[config.mk]
export PLATFORM = sky130hd
export DESIGN_NAME = mp_reg_file
export DESIGN_NICKNAME = d
export VERILOG_FILES = /design/src/rtl/mp_reg_file.sv
export SDC_FILE = /design/constraint.sdc
export NUM_CORES = 2
export LEC_CHECK = 0
export ABC_AREA = 0
export BUFFER_PORTS_ARGS = -buffer_cell sky130_fd_sc_hd__buf_2
export CAP_MARGIN = 30
export CORE_UTILIZATION = 31
export DETAILED_ROUTE_END_ITERATION = 16
export SLEW_MARGIN = 20
export SYNTH_ARGS = -nofsm -noshare
export SYNTH_HDL_FRONTEND = slang
export SYNTH_SLANG_ARGS = --single-unit
[constraint.sdc]
create_clock -name clk -period 4.4 [get_ports clk]
set_input_delay 0.44 -clock clk [delete_from_list [all_inputs] [get_ports clk]]
set_output_delay 0.44 -clock clk [all_outputs]
set_load 0.03 [all_outputs]
[src/rtl/mp_reg_file.sv]
// Multi-port register file: two write ports, NUM_RD combinational read ports, register 0 hardwired to zero.
// After reset a CLEAR sweep zeroes registers 1..DEPTH-1 before ready rises; define REGFILE_BYPASS_EN for write-to-read bypass.
module mp_reg_file #(
  parameter int DATA_W = 32,
  parameter int ADDR_W = 5,
  parameter int NUM_RD = 2
) (
  input  logic                       clk,
  input  logic                       rst,
  input  logic                       wr0_en,
  input  logic                       wr1_en,
  input  logic [ADDR_W-1:0]          wr0_addr,
  input  logic [ADDR_W-1:0]          wr1_addr,
  input  logic [DATA_W-1:0]          wr0_data,
  input  logic [DATA_W-1:0]          wr1_data,
  input  logic [NUM_RD*ADDR_W-1:0]   rd_addr,
  output logic [NUM_RD*DATA_W-1:0]   rd_data,
  output logic                       ready,
  output logic                       wr_conflict
);

  localparam int DEPTH = 2**ADDR_W;
  localparam logic [ADDR_W-1:0] LAST_ADDR = '1;

  typedef enum logic {CLEAR, RUN} state_t;

  state_t            state, state_nxt;
  logic [ADDR_W-1:0] clr_ptr;
  logic [DATA_W-1:0] mem [DEPTH];

  logic run_p0;
  logic wr0_ok_p0;
  logic wr1_ok_p0;
  logic conflict_p0;
  logic conflict_p1;

  // p0: qualify write requests in the current cycle
  assign run_p0      = (state == RUN) && !rst;
  assign wr0_ok_p0   = run_p0 && wr0_en && (wr0_addr != '0);
  assign wr1_ok_p0   = run_p0 && wr1_en && (wr1_addr != '0);
  assign conflict_p0 = wr0_ok_p0 && wr1_ok_p0 && (wr0_addr == wr1_addr);

  always_comb begin
    state_nxt = state;
    case (state)
      CLEAR: if (clr_ptr == LAST_ADDR) state_nxt = RUN;
      RUN:   state_nxt = RUN;
    endcase
  end

  // p1: control state and the registered conflict pulse
  always_ff @(posedge clk) begin
    if (rst) begin
      state       <= CLEAR;
      clr_ptr     <= ADDR_W'(1);
      conflict_p1 <= 1'b0;
    end else begin
      state       <= state_nxt;
      conflict_p1 <= conflict_p0;
      if (state == CLEAR) clr_ptr <= clr_ptr + ADDR_W'(1);
    end
  end

  // Storage has no reset; port 1 is written last so it wins a same-address collision.
  always_ff @(posedge clk) begin
    if (!rst && (state == CLEAR)) mem[clr_ptr] <= '0;
    if (wr0_ok_p0) mem[wr0_addr] <= wr0_data;
    if (wr1_ok_p0) mem[wr1_addr] <= wr1_data;
  end

  always_comb begin
    logic [ADDR_W-1:0] lane_addr;
    logic [DATA_W-1:0] lane_data;
    lane_addr = '0;
    lane_data = '0;
    rd_data   = '0;
    for (int i = 0; i < NUM_RD; i++) begin
      lane_addr = rd_addr[i*ADDR_W +: ADDR_W];
      lane_data = '0;
      if (run_p0 && (lane_addr != '0)) begin
        lane_data = mem[lane_addr];
`ifdef REGFILE_BYPASS_EN
        if (wr0_ok_p0 && (wr0_addr == lane_addr)) lane_data = wr0_data;
        if (wr1_ok_p0 && (wr1_addr == lane_addr)) lane_data = wr1_data;
`endif
      end
      rd_data[i*DATA_W +: DATA_W] = lane_data;
    end
  end

  assign ready       = (state == RUN);
  assign wr_conflict = conflict_p1;

endmodule

Word level (Yosys, flattened, before mapping)
Memory sizes are Yosys's and may differ from the RTL's. Cells that the tools add are included.

Register bits after elaboration: 7. Bits in writable memories: 1024. Bits of input ports: 88. Output and inout port bits: 66. Word-level logic and storage cells: 37. Memories kept: 1.

Memory list: mem (words 32, width 32, read ports 2, clocked after memory_dff 0, wr ports 2, line 29) `logic [DATA_W-1:0] mem [DEPTH];`.

Add/sub/neg operators: 1. Equality and inequality tests: 2. Muxes and demuxes: 13. Bitwise logic cells: 1. Reduce and logical (&&, ||, !) cells: 16.

Operators by type and width (number): $mux 32 (3); $reduce_or 32->1 (1); $reduce_bool 5->1 (4); $logic_and 1x1->1 (10); $mux 1 (8); $add 5x1->5 const B (1); $eq 5x5->1 (1); $eq 5x5->1 const B (1); $mux 5 (1); $pmux 1 s2 (1); $logic_not 1->1 (1); $not 1->1 (1).

Longest topological paths before layout
Depth in word-level cells: 8. Gate-level depth with buffers: 8. Mapped depth without buffers: 5.

Worst setup path before layout
Ideal clock, no wire load.

Path kind: input -> register. From: input port wr0_addr[3]. To: memory mem[31][0], enable pin. Library setup time: 472 ps. Arrival: 4016 ps. Required time: 3928 ps. Path slack: -88 ps. Stages on the path: 5. Buffers on the path: 1. Cell sequence: clkbuf_1 or3_1 o21ai_1 o211ai_1 o32ai_1.

RTL lines: from (decl) (line 12) `input logic [ADDR_W-1:0] wr0_addr,`; to (decl) (line 29).

Final worst setup path
From: register state, in the netlist ready. To: output port rd_data[55].

Cells in the longest elaborated chain, start to end: 3.

Ends and longest elaborated chain: from (decl) (line 27) `state_t state, state_nxt;`; from (signal assigned) (line 58) `state <= state_nxt;`; $logic_and 1x1->1 (line 38) `assign run_p0 = (state == RUN) && !rst;`; $logic_and 1x1->1 (line 80) `if (run_p0 && (lane_addr != '0)) begin`; $mux 32 (line 80); to (decl) (line 17) `output logic [NUM_RD*DATA_W-1:0] rd_data,`.

Every way passes these cells.

==> out/qor.csv <==
stage,metric,value,unit
outcome,outcome,completed,
clock_tree,TritonCTS buffer count,116,
placement,DP HPWL,137,mm
sta,"Hold Vio Cnt, Final",0,
power_and_ir_drop,Sw Share,24.2,%
sta,Setup TNS,0,ns
power_and_ir_drop,Logic pwr share,7.2,%
clock_tree,clk root buf,clkbuf_16,
clock_tree,clk_lat worst skew,0.79,ns
power_and_ir_drop,maximum vdd drop,0.369,mV
critical_path,r2r startpoint,ready,
power_and_ir_drop,Cell Pwr Density,315,mW/mm2
run,Max Cap Violations,0,
route,vias,42052,
synth,register area share after synthesis,50.1,%
sta,clk_skew,0.0399,ns
floorplan,row cnt,163,
placement,dpl cell area,0.0658,mm2
critical_path,Critical Path Sink Type,primary output,
synth,"Cell Area, Synth",0.0616,mm2
route,initial DRC count,4945,
route,drt pass-1 iters,5,
sta,Fmax,241,MHz
synth,Avg Synthesized Cell Area,13.9,um2
global_routing,vias in the first global route,42564,
sta,Slew @ Worst Pin,0.995,ns
sta,minimum clock period,4.15,ns
global_routing,first-pass GRT wire length,315,mm
worst_hold_path,Hold Crit Start,wr1_addr[2],
clock_tree,htree depth,3,
critical_path,critical path required time,3.96,ns
critical_path,Crit path arrival time,3.71,ns
critical_path,critical path's largest stage delay,0.67,ns
route,vias per inst,5.91,
finish,nets@finish,4469,
floorplan,Die Ht,448,um
floorplan,DIE WIDTH,448,um
sta,relative slew slack,33.5,%
synth,ys flop type,edfxtp_1,
clock_tree,Worst-path clk slew,0.06,ns
power_and_ir_drop,Int Pwr,16.6,mW
power_and_ir_drop,clock share of power,43.5,%
critical_path,startpoint types,flip-flop,
critical_path,Critical Path Start,ready,
placement,cell total after placement,6889,
sta,endpoints failing setup,0,
finish,area grow syn2layout,13.0,%
sta,Tcrit/Tclk final,94.4,%
power_and_ir_drop,switching pwr,5.30,mW
synth,count of distinct cell types in the synthesized netlist,54,
finish,design area,0.0696,mm2
worst_hold_path,HP Class,input port to flip-flop,
finish,fin cells,7117,
floorplan,I/O pin count,154,
sta,RSZ-0062 raised after global routing,no,
clock_tree,postcts setup bufs,0,
clock_tree,Clock Tree Buf Depth,3,
power_and_ir_drop,sequential power share,49.3,%
floorplan,core footprint,0.197,mm2
placement,routability cong.,0.876,
global_routing,pin count of the biggest net entering global routing,94,
synth,Async SR Flop Fraction,0,%
global_routing,total grt overflow,0,
synth,Synth Warn #,0,
critical_path,WS Path Type,flip-flop to primary output,
route,Residual DRC,0,
critical_path,CP Cell Sequence,nand2b_1 > nor3b_2 > buf_4 > nand3_1 > nand4_1 > buf_2,
critical_path,FF-to-FF setup slack,1.05,ns
global_routing,total track usage,22.0,%
finish,share of cells above drive strength 1,38.0,%
placement,Port-buffer cells,153,
floorplan,starting density of the core,31.2,%
synth,Synth Net Count,4533,
clock_tree,clk sink count,1031,
route,Post-Route WL,226,mm
global_routing,initial antenna violation count,14,
synth,Post-synth EDFFs,1024,
route,Routed Antenna Nets,0,
power_and_ir_drop,P_leak,25.0,nW
synth,Yosys reg bits,1031,
sta,Worst Hold Slack,0.0765,ns
floorplan,full die area,0.201,mm2
synth,Syn Inst Count,4443,
sta,Max Slew Vio Count,0,
critical_path,CP max FO,20,
clock_tree,CTS tree,yes,
route,WL/cell,31.7,um
critical_path,Critical-path top delay cell,dfxtp_1,
-- through the flow --
stage	utilization [%]	power, mW	setup slack [ns]
2_1_floorplan	-	12.0	-0.0391
3_3_place_gp	33.3	12.5	0.919
3_5_place_dp	33.3	12.6	0.864
4_1_cts	35.2	22.0	0.106
5_1_grt	35.3	22.4	0.166
6_report	35.3	21.9	0.248
-- path summary, 6_finish.rpt --
kind / to / cells past startpoint
max reg2reg: mem[9][18] / 5
min reg2reg: clr_ptr[4] / 2
min: wr_conflict / 4
max: rd_data[55] / 6
-- cells in the final DEF (no fill, tap or decap), types with 35 or more instances in the layout --
cell type	n
a22oi_1	385
buf_2	147
buf_4	161
clkbuf_16	116
clkinv_1	35
edfxtp_1	1024
mux2_1	94
mux2_2	963
mux2i_1	772
mux4_2	128
nand2_1	67
nand3_1	195
nand4_1	66
-- logic make-up (layout without fill, tap and decap cells) --
| logic type | after synthesis | in the layout | share of synthesized area (%) |
|---|---|---|---|
| muxes | 1957 | 1957 | 36.5 |
| DFF | 1031 | 1031 | 50.1 |
| buffers and inverters | 542 | 573 | 3.84 |
| and+or+nand+nor | 468 | 468 | 4.10 |
| AOI/OAI and AO/OA | 435 | 435 | 5.21 |
| xor gates and xnor gates | 8 | 8 | 0.114 |
| adders and majority gates | 2 | 2 | 0.0406 |
| other | 0 | 3 | 0 |
-- power groups by stage --
stage	clock network [mW]	registers (mW)	logic [mW]
6_report	9.54	10.8	1.57
5_1_grt	10.0	10.8	1.62
3_5_place_dp	0	11.0	1.54
4_1_cts	9.65	10.8	1.55
3_3_place_gp	0	11.0	1.53
2_1_floorplan	0	11.0	0.987
-- Yosys cell counts (2+ instances only) --
cell type	n	share of area [%]
buf_1	29	0.18
nor3_1	4	0.032
mux2_1	94	1.7
nand3b_1	2	0.024
nor4_4	2	0.069
mux2i_1	772	13
a21oi_1	3	0.024
and3_1	5	0.051
o21bai_1	7	0.085
o31ai_1	8	0.097
xnor2_1	7	0.10
ha_1	2	0.041
nor4_2	5	0.10
nand4b_1	2	0.028
o21ai_1	2	0.016
nand4_1	66	0.67
and2_1	40	0.41
o21ai_0	18	0.15
nor3b_1	4	0.049
clkbuf_1	262	1.6
inv_1	3	0.018
buf_2	239	1.9
nor3_2	5	0.081
o211ai_1	4	0.049
nand2b_1	7	0.071
a22oi_1	385	4.7
dfxtp_1	7	0.23
mux2_2	963	18
buf_4	9	0.11
mux4_2	128	4.7
nor2b_1	12	0.12
edfxtp_1	1024	50
nor2_1	18	0.11
a31oi_1	2	0.020
nand3_1	195	1.6
nand2_1	90	0.55
-- repair_timing --
item	4_1_cts	5_1_grt
hold endpoints to repair	6	0
resized for setup	0	1
hold buffers	2	0
setup endpoints to repair	0	1
-- area by class of cell --
type | instances | area (um2)
Antenna cell | 3 | 7.51
Fill cell | 19212 | 128000
Sequential cell | 1031 | 30900
Tap cell | 2640 | 3300
Clock buffer | 142 | 3000
Inverter | 3 | 11.3
Clock inverter | 71 | 632
Multi-Input combinational cell | 2870 | 29000
Timing Repair Buffer | 357 | 2800
-- layer usage --
layer	wire length (um)	part of all wire (%)	track usage, %	vias up
met5	9	0.0040	0	-
met4	10400	4.6	9.26	2
met3	16000	7.1	3.35	516
met2	109000	48	36.9	2051
met1	90100	40	28.0	22047
li1	-	-	-	17436
-- sequential cells by signal (all words and copies together) (netlist names) --
register     flops
mem           1024
ready            1
wr_conflict      1
clr_ptr          5
-- worst max-delay path: cells and delay by family, from the launching register on --
| kind | cells | cell delay [ns] |
|---|---|---|
| simple gates | 4 | 1.45 |
| buf+inv | 2 | 0.77 |
| flops | 1 | 0.67 |
Power figures use the tool's default switching activity.
